## config.mk

```make
export PLATFORM = sky130hd
export DESIGN_NAME = countdown_timer_ctrl
export DESIGN_NICKNAME = d
export VERILOG_FILES = /design/src/rtl/countdown_timer_ctrl.sv
export SDC_FILE = /design/constraint.sdc
export NUM_CORES = 1
export LEC_CHECK = 0
export CAP_MARGIN = 0
export CELL_PAD_IN_SITES_DETAIL_PLACEMENT = 1
export CELL_PAD_IN_SITES_GLOBAL_PLACEMENT = 1
export CORE_MARGIN = 2
export CORE_UTILIZATION = 42
export CTS_CLUSTER_SIZE = 24
export DETAILED_ROUTE_END_ITERATION = 10
export GPL_ROUTABILITY_DRIVEN = 0
export HOLD_SLACK_MARGIN = 0.15
export PLACE_DENSITY_LB_ADDON = 0.1
export SYNTH_ARGS = -nofsm -noshare
export SYNTH_HDL_FRONTEND = slang
export SYNTH_SLANG_ARGS = --single-unit
export TNS_END_PERCENT = 50
```

## constraint.sdc

```tcl
create_clock -name clk -period 4.89 [get_ports clk]
set_clock_uncertainty 0.15 [all_clocks]
set_input_delay 0.978 -clock clk [delete_from_list [all_inputs] [get_ports clk]]
set_output_delay 0.978 -clock clk [all_outputs]
set_load 0.01 [all_outputs]
```

## src/rtl/countdown_timer_ctrl.sv

```systemverilog
// mm:ss countdown sequencer for the seven-segment time display.
// Four registered BCD digits decremented once per prescaled one-second tick.
module countdown_timer_ctrl #(
  parameter int TICK_DIV = 50000000,
  parameter int WARN_SEC = 10
) (
  input  logic       clk,
  input  logic       rst_n,
  input  logic       load,
  input  logic [6:0] load_min,
  input  logic [5:0] load_sec,
  input  logic       start,
  input  logic       pause,
  output logic [3:0] min_tens,
  output logic [3:0] min_ones,
  output logic [3:0] sec_tens,
  output logic [3:0] sec_ones,
  output logic       running,
  output logic       warning,
  output logic       expired,
  output logic       timeout
);

  localparam int PW = (TICK_DIV > 2) ? $clog2(TICK_DIV) : 1;
  localparam logic [PW-1:0] PRESC_MAX = PW'(TICK_DIV - 1);

  typedef enum logic [1:0] {IDLE, RUNNING, PAUSED, EXPIRED} state_t;

  state_t        state;
  logic [PW-1:0] presc;
  logic [6:0]    min_sat;
  logic [6:0]    sec_sat;
  logic [3:0]    d_mt, d_mo, d_st, d_so;
  logic          zero;
  logic          last_sec;
  logic [6:0]    sec_val;

  function automatic logic [6:0] sat_min(input logic [6:0] v);
    return (v > 7'd99) ? 7'd99 : v;
  endfunction

  function automatic logic [6:0] sat_sec(input logic [5:0] v);
    return (v > 6'd59) ? 7'd59 : {1'b0, v};
  endfunction

  function automatic logic [3:0] bcd_tens(input logic [6:0] v);
    logic [6:0] q;
    q = v / 7'd10;
    return q[3:0];
  endfunction

  function automatic logic [3:0] bcd_ones(input logic [6:0] v);
    logic [6:0] r;
    r = v % 7'd10;
    return r[3:0];
  endfunction

  assign min_sat  = sat_min(load_min);
  assign sec_sat  = sat_sec(load_sec);
  assign zero     = (min_tens == 4'd0) && (min_ones == 4'd0) &&
                    (sec_tens == 4'd0) && (sec_ones == 4'd0);
  assign last_sec = (min_tens == 4'd0) && (min_ones == 4'd0) &&
                    (sec_tens == 4'd0) && (sec_ones == 4'd1);
  assign sec_val  = ({3'b000, sec_tens} * 7'd10) + {3'b000, sec_ones};

  assign running = (state == RUNNING);
  assign expired = (state == EXPIRED);
  assign warning = (state == RUNNING) && (min_tens == 4'd0) && (min_ones == 4'd0) &&
                   (sec_val <= 7'(WARN_SEC));

  // Borrow chain: each digit wraps to its maximum and borrows from the next.
  always_comb begin
    d_mt = min_tens;
    d_mo = min_ones;
    d_st = sec_tens;
    d_so = sec_ones;
    if (sec_ones != 4'd0) begin
      d_so = sec_ones - 4'd1;
    end else begin
      d_so = 4'd9;
      if (sec_tens != 4'd0) begin
        d_st = sec_tens - 4'd1;
      end else begin
        d_st = 4'd5;
        if (min_ones != 4'd0) begin
          d_mo = min_ones - 4'd1;
        end else begin
          d_mo = 4'd9;
          d_mt = min_tens - 4'd1;
        end
      end
    end
  end

  always_ff @(posedge clk) begin
    if (!rst_n) begin
      state    <= IDLE;
      presc    <= '0;
      min_tens <= 4'd0;
      min_ones <= 4'd0;
      sec_tens <= 4'd0;
      sec_ones <= 4'd0;
      timeout  <= 1'b0;
    end else begin
      timeout <= 1'b0;
      if (load) begin
        state    <= IDLE;
        presc    <= '0;
        min_tens <= bcd_tens(min_sat);
        min_ones <= bcd_ones(min_sat);
        sec_tens <= bcd_tens(sec_sat);
        sec_ones <= bcd_ones(sec_sat);
      end else if (pause && state == RUNNING) begin
        state <= PAUSED;
      end else if (start && (state == IDLE || state == PAUSED) && !zero) begin
        // Resuming from PAUSED keeps the partial second already counted.
        if (state == IDLE) presc <= '0;
        state <= RUNNING;
      end else if (state == RUNNING) begin
        if (presc == PRESC_MAX) begin
          presc <= '0;
          if (!zero) begin
            min_tens <= d_mt;
            min_ones <= d_mo;
            sec_tens <= d_st;
            sec_ones <= d_so;
            if (last_sec) begin
              state   <= EXPIRED;
              timeout <= 1'b1;
            end
          end
        end else begin
          presc <= presc + 1'b1;
        end
      end
    end
  end

endmodule
```

## Word-level counts from Yosys, hierarchy flattened

Index checks and enable logic that the tools add are counted.

| cells by class | value |
|---|---|
| add/sub/neg operators | 6 |
| $mul | 1 |
| div/mod/pow operators | 4 |
| $lt $le $gt $ge | 3 |
| eq/ne operators | 14 |
| multiplexer cells | 46 |
| bitwise gates (word level) | 4 |
| reductions and logical operators | 38 |

Operators by type and width:

| operator | count |
|---|---|
| $mux W4 | 33 |
| $mux W26 | 4 |
| $add A26 B1 Y26 const B | 1 |
| $eq A26 B26 Y1 const B | 1 |
| $logic_not A4 Y1 | 4 |
| $sub A4 B1 Y4 const B | 4 |
| $div A7 B4 Y7 const B | 2 |
| $mod A7 B4 Y7 const B | 2 |
| $ne A2 B2 Y1 const B | 7 |
| $mux W2 | 6 |
| $reduce_bool A4 Y1 | 3 |
| $logic_and A1 B1 Y1 | 10 |
| $reduce_bool A2 Y1 | 5 |
| $reduce_bool A3 Y1 | 3 |
| $reduce_and A4 Y1 | 2 |
| $reduce_and A8 Y1 | 1 |
| $add A7 B4 Y7 | 1 |
| $gt A7 B7 Y1 const B | 1 |
| $le A7 B4 Y1 const B | 1 |
| $mux W7 | 1 |
| $reduce_and A7 Y1 | 1 |
| $reduce_or A7 Y1 | 1 |
| $gt A6 B6 Y1 const B | 1 |
| $mul A4 B3 Y6 const B | 1 |
| other kinds (16) | 20 |

| storage, ports and cells | value |
|---|---|
| flip-flop bits (word level) | 45 |
| input port bits | 18 |
| output and inout bits | 20 |
| word-level logic and storage cells | 124 |

## Longest topological paths before layout

| depth | value |
|---|---|
| depth in word-level cells | 10 |
| depth in mapped cells | 17 |
| mapped depth without buffers | 16 |

## Worst setup path before layout

Ideal clock, no wire load.

| timing | value |
|---|---|
| path type | input to register |
| start | input load_min[6] |
| end | register min_ones[1] |
| setup time | 120 ps |
| data arrival time | 3988 ps |
| required time | 4620 ps |
| path slack | 632 ps |
| stages | 16 |
| path buffers | 1 |
| cells stage by stage | buf_2 -> a21oi_1 -> ha_1 -> or3_4 -> nand3_1 -> ha_1 -> nor2b_1 -> o211a_1 -> o41ai_2 -> a2bb2oi_2 -> a311oi_2 -> ha_1 -> nor2b_1 -> mux2i_2 -> and4b_1 -> a211o_1 |

| on the way | value |
|---|---|
| word-level cells in the longest chain between the ends | 4 |

RTL lines:

| element | line | RTL |
|---|---|---|
| start: declaration | 10 | `input logic [6:0] load_min,` |
| $gt A7 B7 Y1 | 39 | `return (v > 7'd99) ? 7'd99 : v;` |
| $mux W7 (*) | 39 |  |
| $mod A7 B4 Y7 (*) | 54 | `r = v % 7'd10;` |
| $mux W4 (*) | 106 | `if (load) begin` |
| end signal: assignment | 110 | `min_ones <= bcd_ones(min_sat);` |
| end signal: assignment | 124 | `min_ones <= d_mo;` |
| end: declaration | 15 | `output logic [3:0] min_ones,` |

Mark *: on every way between the ends. The rest lies on a longest branch, timed or not.
A chain may end at the register's enable or synchronous reset.

## Worst setup path after layout

| timing | value |
|---|---|
| start | input load_min[5] |
| end | register min_ones[1] |

The elaborated chain is that of the path after synthesis.

==> results.cfg <==
[sta]
slew_headroom_pct = 60.89
hold_viol = 0
setup_ws_ns = 0.2849
rsz0062_at_grt = no
setup_viol = 0
max_freq_mhz = 217.2
drv_slew = 0
finalSetupTns_ns = 0
whs_ns = 0.3684
tightest_slew_ns = 0.5827
fin_crit_ns = 4.605
fin_crit_sh_pct = 94.17

[cts]
insertion_delay_ns = 0.31
cts_hold_buf = 0
cts_resized = 0
numCtsBuffers = 5
clk_path_buf_depth = 2
cts_max_level = 2
cts_tree = yes
clk_pin_slew_ns = 0.10
cts_setup_buffers = 0
cts_root_buffer = clkbuf_8
cts_sinks = 45

[cells_and_area]
final_nets = 509
multi_input_area_sq_mm = 0.002385
syn_to_final_growth_pct = 18.32
fillers = 960
final_cell_mix = nor2_1 (56), dfxtp_1 (45), nand2_1 (42), clkdlybuf4s50_1 (37), a21oi_1 (25)
seqCellArea_sq_um = 900.9
final_common_cell = nor2_1
final_area_sq_mm = 0.004064
layout-drive-gt1-share_pct = 9.244
utilization_pct = 52.05
diodes = 0

[synthesis]
yosysWarnings = 0
synth_cell_types = 77
synth_top_flop_cell = dfxtp_1
synth_seq_area_share_pct = 26.23
syn-num-nets = 470
synthesis.area_sq_mm = 0.003435
synth-seq-cells = 45
syn_area_per_cell_sq_um = 7.877
synth-async-reset-ratio_pct = 0
synth_top_area_share_pct = 26.23
syn_inst = 436
synth_edf_count = 0
synth_top_cell_by_area = dfxtp_1
yosys-top-cells-area = dfxtp_1 (26%), nor2_1 (6.1%), ha_1 (5.1%)

[routing]
ant_nets = 0
wl_per_cell_um = 16.65
firstDrtPassIters = 4
route.vias.total = 3345
drc = 0
drt_iter0_markers = 76
post_drt_via_cell_ratio = 5.787
wl_um = 9624

[worst_setup_path]
slowest_stage = clkdlybuf4s50_1
crit_fanout = 7
r2r_start = min_tens[0]
slowest_delay_ns = 0.58
path_buf_inv = 1
r2r_end = presc[24]
crit_required_ns = 4.93
critPathKind = primary input to flop
r2r_setup_slack_ns = 1.86
arrival_ns = 4.64
r2r_cells = 10
crit_family = compound AO/OA/AOI/OAI gates
end_kind = flop
start_kind = primary input
crit_chain = clkdlybuf4s50_1 -> a21oi_1 -> ha_1 -> or3_4 -> nand3_1 -> ha_2 -> nor2b_1 -> o211a_1 -> o41ai_2 -> a2bb2oi_2 -> a311oi_2 -> ha_1 -> nor2b_1 -> mux2i_2 -> and4b_1 -> a211o_1

[grt]
grt_antenna_before_repair = 0
grt_pass1_wl_um = 16220
grt.overflow.total = 0
grt_use_total_pct = 22.47
grt_pass1_vias = 3341
grt_max_degree = 16

[floorplan]
start_util_pct = 43.99
die_w_um = 94.43
num_io_pins = 38
die_area_sq_mm = 0.008917
coreArea_sq_mm = 0.007807
rows = 32
die_h_um = 94.43

[placed_design]
place_ws_ns = -0.06241
port_buffers = 37
place_hpwl_um = 7498
post_dp_cell_area_sq_mm = 0.003924

[worst_hold_path]
min_from = presc[11]
holdPathStages = 2
hold_end = presc[11]
hp-class = flop to flop

[power_and_ir_drop]
ir_worst_vdd_mv = 0.1239
p_leak_nw = 1.492
power.density_mw_per_mm2 = 257.4

[run]
max_cap_viol_count = 0

[run_status]
status = complete, no violations
## tightest hold or removal path, stage by stage (launching register included)
cell     delay (ns)
dfxtp_1        0.34
o21ai_0        0.08
a21oi_1        0.06
## routing by layer
layer  up-vias  global-route usage [%]  share of wire (%)
met4         0                   4.589                1.0
met3        10                   3.272                2.3
li1       1662                       -                  -
met1      1624                   29.74                 49
met5         -                       0                  0
met2        49                   38.93                 48
## metrics by stage
step	total power, W	std cells
global route	0.001103	578
detailed placement	0.0007052	570
floorplan	0.0006013	436
CTS	0.001053	578
finish	0.001046	578
global placement	0.0006934	570
## cells in the mapped netlist (all sizes together) (8+ instances only)
cell    number
xnor2       16
a21oi       26
nand2       42
xor2        14
dfxtp       45
o21ai       25
ha          14
nor2        57
nand3       17
mux2i        9
clkbuf       8
nand4       12
nor3        17
inv         22
## where the power goes
part	internal, W	total [W]	switching [W]
clock	0.000206	0.000346	0.000140
sequential	0.000380	0.000401	0.0000210
combinational	0.000132	0.000299	0.000167
total	0.000718	0.00105	0.000328
## flip-flops by register name (all words and copies together) (netlist names)
signal / flops
sec_tens: 4
timeout: 1
presc: 26
state: 2
sec_ones: 4
min_tens: 4
min_ones: 4
## cell type report
type	instances	share of cell area (%)
Tap cell	102	3.140
Sequential cell	45	22.17
Inverter	22	2.032
Clock buffer	5	1.693
Timing Repair Buffer	45	10.59
Clock inverter	3	1.693
Multi-Input combinational cell	356	58.68
## cell families (layout without fill, tap and decap cells)
| logic type | Yosys count | count (layout) | share of synthesized area (%) |
|---|---|---|---|
| flops | 45 | 45 | 26.23 |
| fa+ha+maj | 16 | 16 | 6.266 |
| mux | 12 | 12 | 3.716 |
| buf+inv | 35 | 75 | 4.408 |
| compound gates | 103 | 103 | 22.33 |
| xor+xnor | 30 | 30 | 7.650 |
| simple gates | 195 | 195 | 29.40 |
## worst max path at each step
| stage | slack [ns] | depth (start not counted) | from | to |
|---|---|---|---|---|
| global placement | 0.14 | 16 | load_min[5] | min_ones[1] |
| floorplan | 0.63 | 16 | load_min[6] | min_ones[1] |
| detailed placement | -0.06 | 16 | load_min[5] | min_ones[1] |
| finish | 0.28 | 16 | load_min[5] | min_ones[1] |
| global route | 0.02 | 16 | load_min[5] | min_ones[1] |
| CTS | 0.24 | 16 | load_min[5] | min_ones[1] |
No activity file was read; power rests on OpenSTA's default activity.
